[src/rtl/otter_regfile_scoreboard_pkg.sv]
// Shared types and default sizing for the OTTER out-of-order register file.
// Holds the write-request record and the address-width helper used by every file.
package otter_rf_pkg;

    localparam int RF_NUM_REGS = 32;
    localparam int RF_DATA_W   = 32;
    localparam int RF_TAG_W    = 4;
    localparam int RF_AW       = $clog2(RF_NUM_REGS);

    typedef logic [RF_TAG_W-1:0]  rf_tag_t;
    typedef logic [RF_AW-1:0]     rf_addr_t;
    typedef logic [RF_DATA_W-1:0] rf_data_t;

    typedef struct packed {
        logic     en;
        rf_addr_t addr;
        rf_data_t data;
        rf_tag_t  tag;
    } rf_wr_req_t;

    // Address width for a register count; a single register still needs one bit.
    function automatic int addr_w(input int n);
        return (n > 1) ? $clog2(n) : 1;
    endfunction

endpackage

[src/rtl/otter_regfile_scoreboard_bypass_sel.sv]
// Per-read-port bypass mux: picks the highest-index accepted write that targets
// this port's address, so the newest writeback wins on a same-register conflict.
module otter_rf_bypass_sel
    import otter_rf_pkg::*;
#(
    parameter int NUM_WRITE = 2,
    parameter int AW        = RF_AW,
    parameter int DATA_W    = RF_DATA_W
) (
    input  logic [NUM_WRITE-1:0]        wr_eff_i,
    input  logic [NUM_WRITE*AW-1:0]     wr_addr_i,
    input  logic [NUM_WRITE*DATA_W-1:0] wr_data_i,
    input  logic [AW-1:0]               rd_addr_i,
    output logic                        hit_o,
    output logic [DATA_W-1:0]           data_o
);

    // NOTE: every output gets a default before the loop so no path infers a latch.
    always_comb begin
        hit_o  = 1'b0;
        data_o = '0;
        for (int w = 0; w < NUM_WRITE; w++) begin
            if (wr_eff_i[w] && (wr_addr_i[w*AW +: AW] == rd_addr_i)) begin
                hit_o  = 1'b1;
                data_o = wr_data_i[w*DATA_W +: DATA_W];
            end
        end
    end

endmodule

[src/rtl/otter_regfile_scoreboard.sv]
// Multi-port architectural register file with a busy/tag scoreboard for renaming.
// Reads are combinational and see this cycle's accepted writes; alloc and flush land at the edge.
module otter_regfile_scoreboard
    import otter_rf_pkg::*;
#(
    parameter int NUM_READ  = 4,
    parameter int NUM_WRITE = 2,
    parameter int DATA_W    = RF_DATA_W,
    parameter int NUM_REGS  = RF_NUM_REGS,
    parameter int TAG_W     = RF_TAG_W,
    parameter int CHECK_TAG = 1,
    localparam int AW       = addr_w(NUM_REGS)
) (
    input  logic                        clock,
    input  logic                        reset,
    input  logic [NUM_READ*AW-1:0]      rd_addr,
    output logic [NUM_READ*DATA_W-1:0]  rd_data,
    output logic [NUM_READ-1:0]         rd_busy,
    output logic [NUM_READ*TAG_W-1:0]   rd_tag,
    input  logic [NUM_WRITE-1:0]        wr_en,
    input  logic [NUM_WRITE*AW-1:0]     wr_addr,
    input  logic [NUM_WRITE*DATA_W-1:0] wr_data,
    input  logic [NUM_WRITE*TAG_W-1:0]  wr_tag,
    input  logic                        alloc_en,
    input  logic [AW-1:0]               alloc_addr,
    input  logic [TAG_W-1:0]            alloc_tag,
    input  logic                        flush
);

    logic [DATA_W-1:0]   regs_q [NUM_REGS];
    logic [DATA_W-1:0]   regs_d [NUM_REGS];
    logic [NUM_REGS-1:0] busy_q;
    logic [NUM_REGS-1:0] busy_d;
    logic [TAG_W-1:0]    tag_q  [NUM_REGS];
    logic [TAG_W-1:0]    tag_d  [NUM_REGS];

    logic [AW-1:0]       wa [NUM_WRITE];
    logic [DATA_W-1:0]   wd [NUM_WRITE];
    logic [TAG_W-1:0]    wt [NUM_WRITE];
    logic [NUM_WRITE-1:0] wr_eff;

    function automatic logic in_range(input logic [AW-1:0] a);
        return 32'(a) < NUM_REGS;
    endfunction

    // A write is accepted only for a real register whose producer tag it carries.
    for (genvar w = 0; w < NUM_WRITE; w++) begin : g_wr
        assign wa[w] = wr_addr[w*AW +: AW];
        assign wd[w] = wr_data[w*DATA_W +: DATA_W];
        assign wt[w] = wr_tag[w*TAG_W +: TAG_W];
        assign wr_eff[w] = wr_en[w] && (wa[w] != '0) && in_range(wa[w]) &&
                           ((CHECK_TAG == 0) ||
                            (busy_q[wa[w]] && (tag_q[wa[w]] == wt[w])));
    end

    always_comb begin
        regs_d = regs_q;
        busy_d = busy_q;
        tag_d  = tag_q;
        for (int w = 0; w < NUM_WRITE; w++) begin
            if (wr_eff[w]) begin
                regs_d[wa[w]] = wd[w];
                busy_d[wa[w]] = 1'b0;
                tag_d[wa[w]]  = '0;
            end
        end
        // Flush wins over alloc; alloc wins over a same-register write clear.
        if (flush) begin
            busy_d = '0;
            for (int i = 0; i < NUM_REGS; i++) begin
                tag_d[i] = '0;
            end
        end else if (alloc_en && (alloc_addr != '0) && in_range(alloc_addr)) begin
            busy_d[alloc_addr] = 1'b1;
            tag_d[alloc_addr]  = alloc_tag;
        end
    end

    // NOTE: the storage array is reset deliberately, since reset must clear every register.
    always_ff @(posedge clock or posedge reset) begin
        if (reset) begin
            busy_q <= '0;
            for (int i = 0; i < NUM_REGS; i++) begin
                regs_q[i] <= '0;
                tag_q[i]  <= '0;
            end
        end else begin
            regs_q <= regs_d;
            busy_q <= busy_d;
            tag_q  <= tag_d;
        end
    end

    for (genvar r = 0; r < NUM_READ; r++) begin : g_rd
        logic [AW-1:0]     ra;
        logic              valid;
        logic              hit;
        logic [DATA_W-1:0] byp_data;
        logic              busy_r;

        assign ra    = rd_addr[r*AW +: AW];
        assign valid = !reset && (ra != '0) && in_range(ra);

        otter_rf_bypass_sel #(
            .NUM_WRITE (NUM_WRITE),
            .AW        (AW),
            .DATA_W    (DATA_W)
        ) u_bypass (
            .wr_eff_i  (wr_eff),
            .wr_addr_i (wr_addr),
            .wr_data_i (wr_data),
            .rd_addr_i (ra),
            .hit_o     (hit),
            .data_o    (byp_data)
        );

        // An accepted write this cycle already retires the producer for this reader.
        assign busy_r = valid && busy_q[ra] && !hit;

        assign rd_data[r*DATA_W +: DATA_W] = !valid ? '0 : (hit ? byp_data : regs_q[ra]);
        assign rd_busy[r]                  = busy_r;
        assign rd_tag[r*TAG_W +: TAG_W]    = busy_r ? tag_q[ra] : '0;
    end

endmodule

[config.mk]
export PLATFORM = sky130hd
export DESIGN_NAME = otter_regfile_scoreboard
export DESIGN_NICKNAME = d
export VERILOG_FILES = /design/src/rtl/otter_regfile_scoreboard_pkg.sv /design/src/rtl/otter_regfile_scoreboard_bypass_sel.sv /design/src/rtl/otter_regfile_scoreboard.sv
export SDC_FILE = /design/constraint.sdc
export NUM_CORES = 2
export LEC_CHECK = 0
export CAP_MARGIN = 20
export CORE_ASPECT_RATIO = 1.4
export CORE_MARGIN = 5
export CORE_UTILIZATION = 46
export DETAILED_ROUTE_END_ITERATION = 8
export PLACE_DENSITY = 0.66
export SLEW_MARGIN = 20
export SYNTH_ARGS = -nofsm -noshare
export SYNTH_HDL_FRONTEND = slang
export SYNTH_SLANG_ARGS = --single-unit
[constraint.sdc]
create_clock -name clock -period 93.5 [get_ports clock]
set_input_delay 28.05 -clock clock [delete_from_list [all_inputs] [get_ports clock]]
set_output_delay 28.05 -clock clock [all_outputs]
set_load 0.05 [all_outputs]
==> flow_summary.json <==
{
  "status": "finished clean",
  "skew_ns": 0.0400,
  "ys_seq_area_frac": 0.302,
  "h-tree-depth": 4,
  "cts_max_path_buffers": 3,
  "critical_path_class": "in -> out",
  "path_clk_slew_ns": 0.05,
  "muxShareOfSynthArea": 0.479,
  "synth-compound-area-share": 0.0754,
  "area_growth_pct": 8.72,
  "grt_pass1_vias": 81900,
  "synth_top_area_cell": "mux4_2",
  "synthArstFlopShare": 1.00,
  "firstDrtPassIters": 9,
  "finalWorstPathRequiredPeriod_ns": 62.38,
  "finalNetCount": 8047,
  "grt_max_degree": 177,
  "cts_tree": "yes",
  "avgSynthCellArea_um2": 11.7,
  "cts_inserted_buffers": 132,
  "drive_gt1_frac": 0.281,
  "seqPwrFrac": 0.404,
  "synth_top_area_share": 0.344,
  "synth_top_family_by_area": "multiplexers",
  "hp-class": "reg -> reg",
  "fp.dieH_um": 557,
  "root_buffer": "clkbuf_16",
  "ant_nets": 0,
  "routed_wl_um": 466000,
  "yosys-top-cells-count": "mux4_2, dfrtp_1, mux2i_1",
  "ys_ff_latch": 1184,
  "worst-slew-pin-transition_ns": 1.34,
  "combPwrFrac": 0.171,
  "vias_per_cell": 7.75,
  "r2r_start": "tag_q[116]$_DFF_PP0_",
  "synthXorXnorAreaFrac": 0.00330,
  "io_pins": 265,
  "holdCritStartpoint": "regs_q[992]$_DFF_PP0_",
  "port-buffer-count": 264,
  "grt-ovfl-total": 0,
  "synth.most_common_cell": "mux4_2",
  "syn_nets": 8520,
  "arrival_ns": 34.33,
  "hold_path_depth": 0,
  "dieArea_um2": 223000,
  "fin_hold_ws_ns": 0.438,
  "hold_violations": 0,
  "drt_iter0_markers": 14800,
  "whs_endpoint": "regs_q[992]$_DFF_PP0_",
  "slew_headroom": 0.108,
  "finalSetupTns_ns": 0,
  "ys_warn_count": 0,
  "cts_resized": 0,
  "max_cap_violations": 0,
  "die_w_um": 400,
  "netlist_area_um2": 98200,
  "power_frac_clock": 0.425,
  "hpwl_um": 286000,
  "synth.area.top_cells": "mux4_2, dfrtp_1, mux2i_1, a21oi_1, nor2_1",
  "gp_congestion": 1.08,
  "ir_drop_v": 0.0000150,
  "postSynthCellCount": 8403,
  "synth_cell_types": 66,
  "cts_setup_buffers": 0,
  "final-setup-viol-count": 0,
  "timing.rr.end": "tag_q[100]$_DFF_PP0_",
  "max_freq_mhz": 16.0,
  "reg2regPathDepth": 10,
  "design.core.area_um2": 212000,
  "wl_per_cell_um": 42.8,
  "fin_area_um2": 107000,
  "fp-row-count": 200,
  "cp-start-kind": "input port",
  "worstSetupEndpointType": "output port",
  "hold_buffers": 0,
  "synthSimpleGateAreaFrac": 0.0852,
  "crit_required_ns": 65.45,
  "r2r_slack_ns": 87.77,
  "power_density_nw_per_um2": 12.8,
  "place_area_um2": 102000,
  "swShare": 0.302,
  "vias": 84500,
  "fin_crit_sh": 0.667,
  "clk_latency_ns": 0.84,
  "cp_max_fo": 49,
  "leakage_nw": 40.6,
  "cts_sinks": 1184,
  "drc_errors": 0,
  "synthAdderAreaFrac": 0,
  "p_sw_uw": 412,
  "initial_core_util": 0.463,
  "rsz0062_at_grt": "false",
  "grt_first_pass_wirelength_um": 646000,
  "slew_viol_final": 0,
  "gr-usage-all-layers": 0.409,
  "antenna_found_initial": 48,
  "synth_edf_count": 0,
  "p_int_uw": 953,
  "ys.flop_type": "dfrtp_1"
}
[sequential cells by signal, summed over array words and instances, names as in the netlist]
signal and cells:
tag_q 128, busy_q 32, regs_q 1024
[worst max path at each step]
stage,startpoint,end,slack [ns],cells past startpoint
6_report,wr_addr[6],rd_data[49],31.12,12
2_1_floorplan,reset,busy_q[0]$_DFF_PP0_,32.10,1
3_5_place_dp,wr_addr[6],rd_data[7],30.88,12
4_1_cts,wr_addr[6],rd_data[7],30.86,12
5_1_grt,wr_addr[6],rd_data[49],30.99,12
3_3_place_gp,wr_addr[6],rd_data[104],30.96,12
[cell type report]
cell class              instances  area, um^2
inverters                      48         188
diodes                         39        97.6
repair buffers                531        4840
clock inverters                64         943
multi-input cells            6033       63700
fillers                     18500      105000
clock buffers                 179        3780
well taps                    2828        3540
flip-flops and latches       1184       29600
[critical path, stage by stage]
cell             delay (ns)
buf_4                  0.38
buf_4                  0.72
mux2i_1                0.27
o22ai_1                0.11
or4_1                  0.61
or3_1                  0.42
a2111oi_4              0.35
buf_4                  0.78
and2_2                 0.47
nand3_4                0.62
o22ai_1                0.51
clkdlybuf4s50_1        0.89
[metal layers]
| metal | wire length (um) | share of wire | GRT usage | vias to the layer above |
|---|---|---|---|---|
| met3 | 70100 | 0.15 | 0.174 | 2535 |
| li1 | - | - | - | 31700 |
| met1 | 145000 | 0.31 | 0.465 | 42200 |
| met5 | 1010 | 0.0022 | 0.0119 | - |
| met4 | 52600 | 0.11 | 0.364 | 38 |
| met2 | 198000 | 0.42 | 0.586 | 8052 |
[cells in the final DEF (no fill, tap or decap), drive strengths merged, types with 20 or more instances in the layout]
cell	instances
a21oi	1028
nand2	347
nor3	38
nand4b	32
mux4	1498
dfrtp	1184
nor2	1049
diode	39
nand4	89
mux2	141
o22ai	185
or4	29
o21ai	36
clkbuf	179
nand3	67
nor4	57
clkdlybuf4s50	234
nand3b	20
clkinv	36
mux2i	1173
xor2	29
buf	297
a31oi	79
inv	57
[power groups by stage]
stage | Sequential (mW) | Clock (mW) | Combinational [mW]
final | 0.551 | 0.581 | 0.233
after detailed placement | 0.559 | 0 | 0.226
after floorplan | 0.553 | 0 | 0.155
after global placement | 0.557 | 0 | 0.223
after CTS | 0.550 | 0.580 | 0.226
after global routing | 0.553 | 0.600 | 0.239
[metrics by stage]
stage	utilization	power [mW]	setup WS (ns)	instances
3_5_place_dp	0.479	0.784	30.88	10600
3_3_place_gp	0.479	0.780	30.96	10600
2_1_floorplan	-	0.708	32.10	8403
5_1_grt	0.503	1.39	30.99	10900
6_report	0.503	1.37	31.12	10900
4_1_cts	0.502	1.36	30.86	10900
[cells by family (layout without fill, tap and decap cells)]
kind of cell              after synthesis  after routing
other                                   0             39
xor gates and xnor gates               37             37
buffers and inverters                1186            822
and+or+nand+nor                      1809           1809
AOI/OAI and AO/OA                    1375           1375
DFF                                  1184           1184
muxes                                2812           2812
No activity file was read; power rests on OpenSTA's default activity.
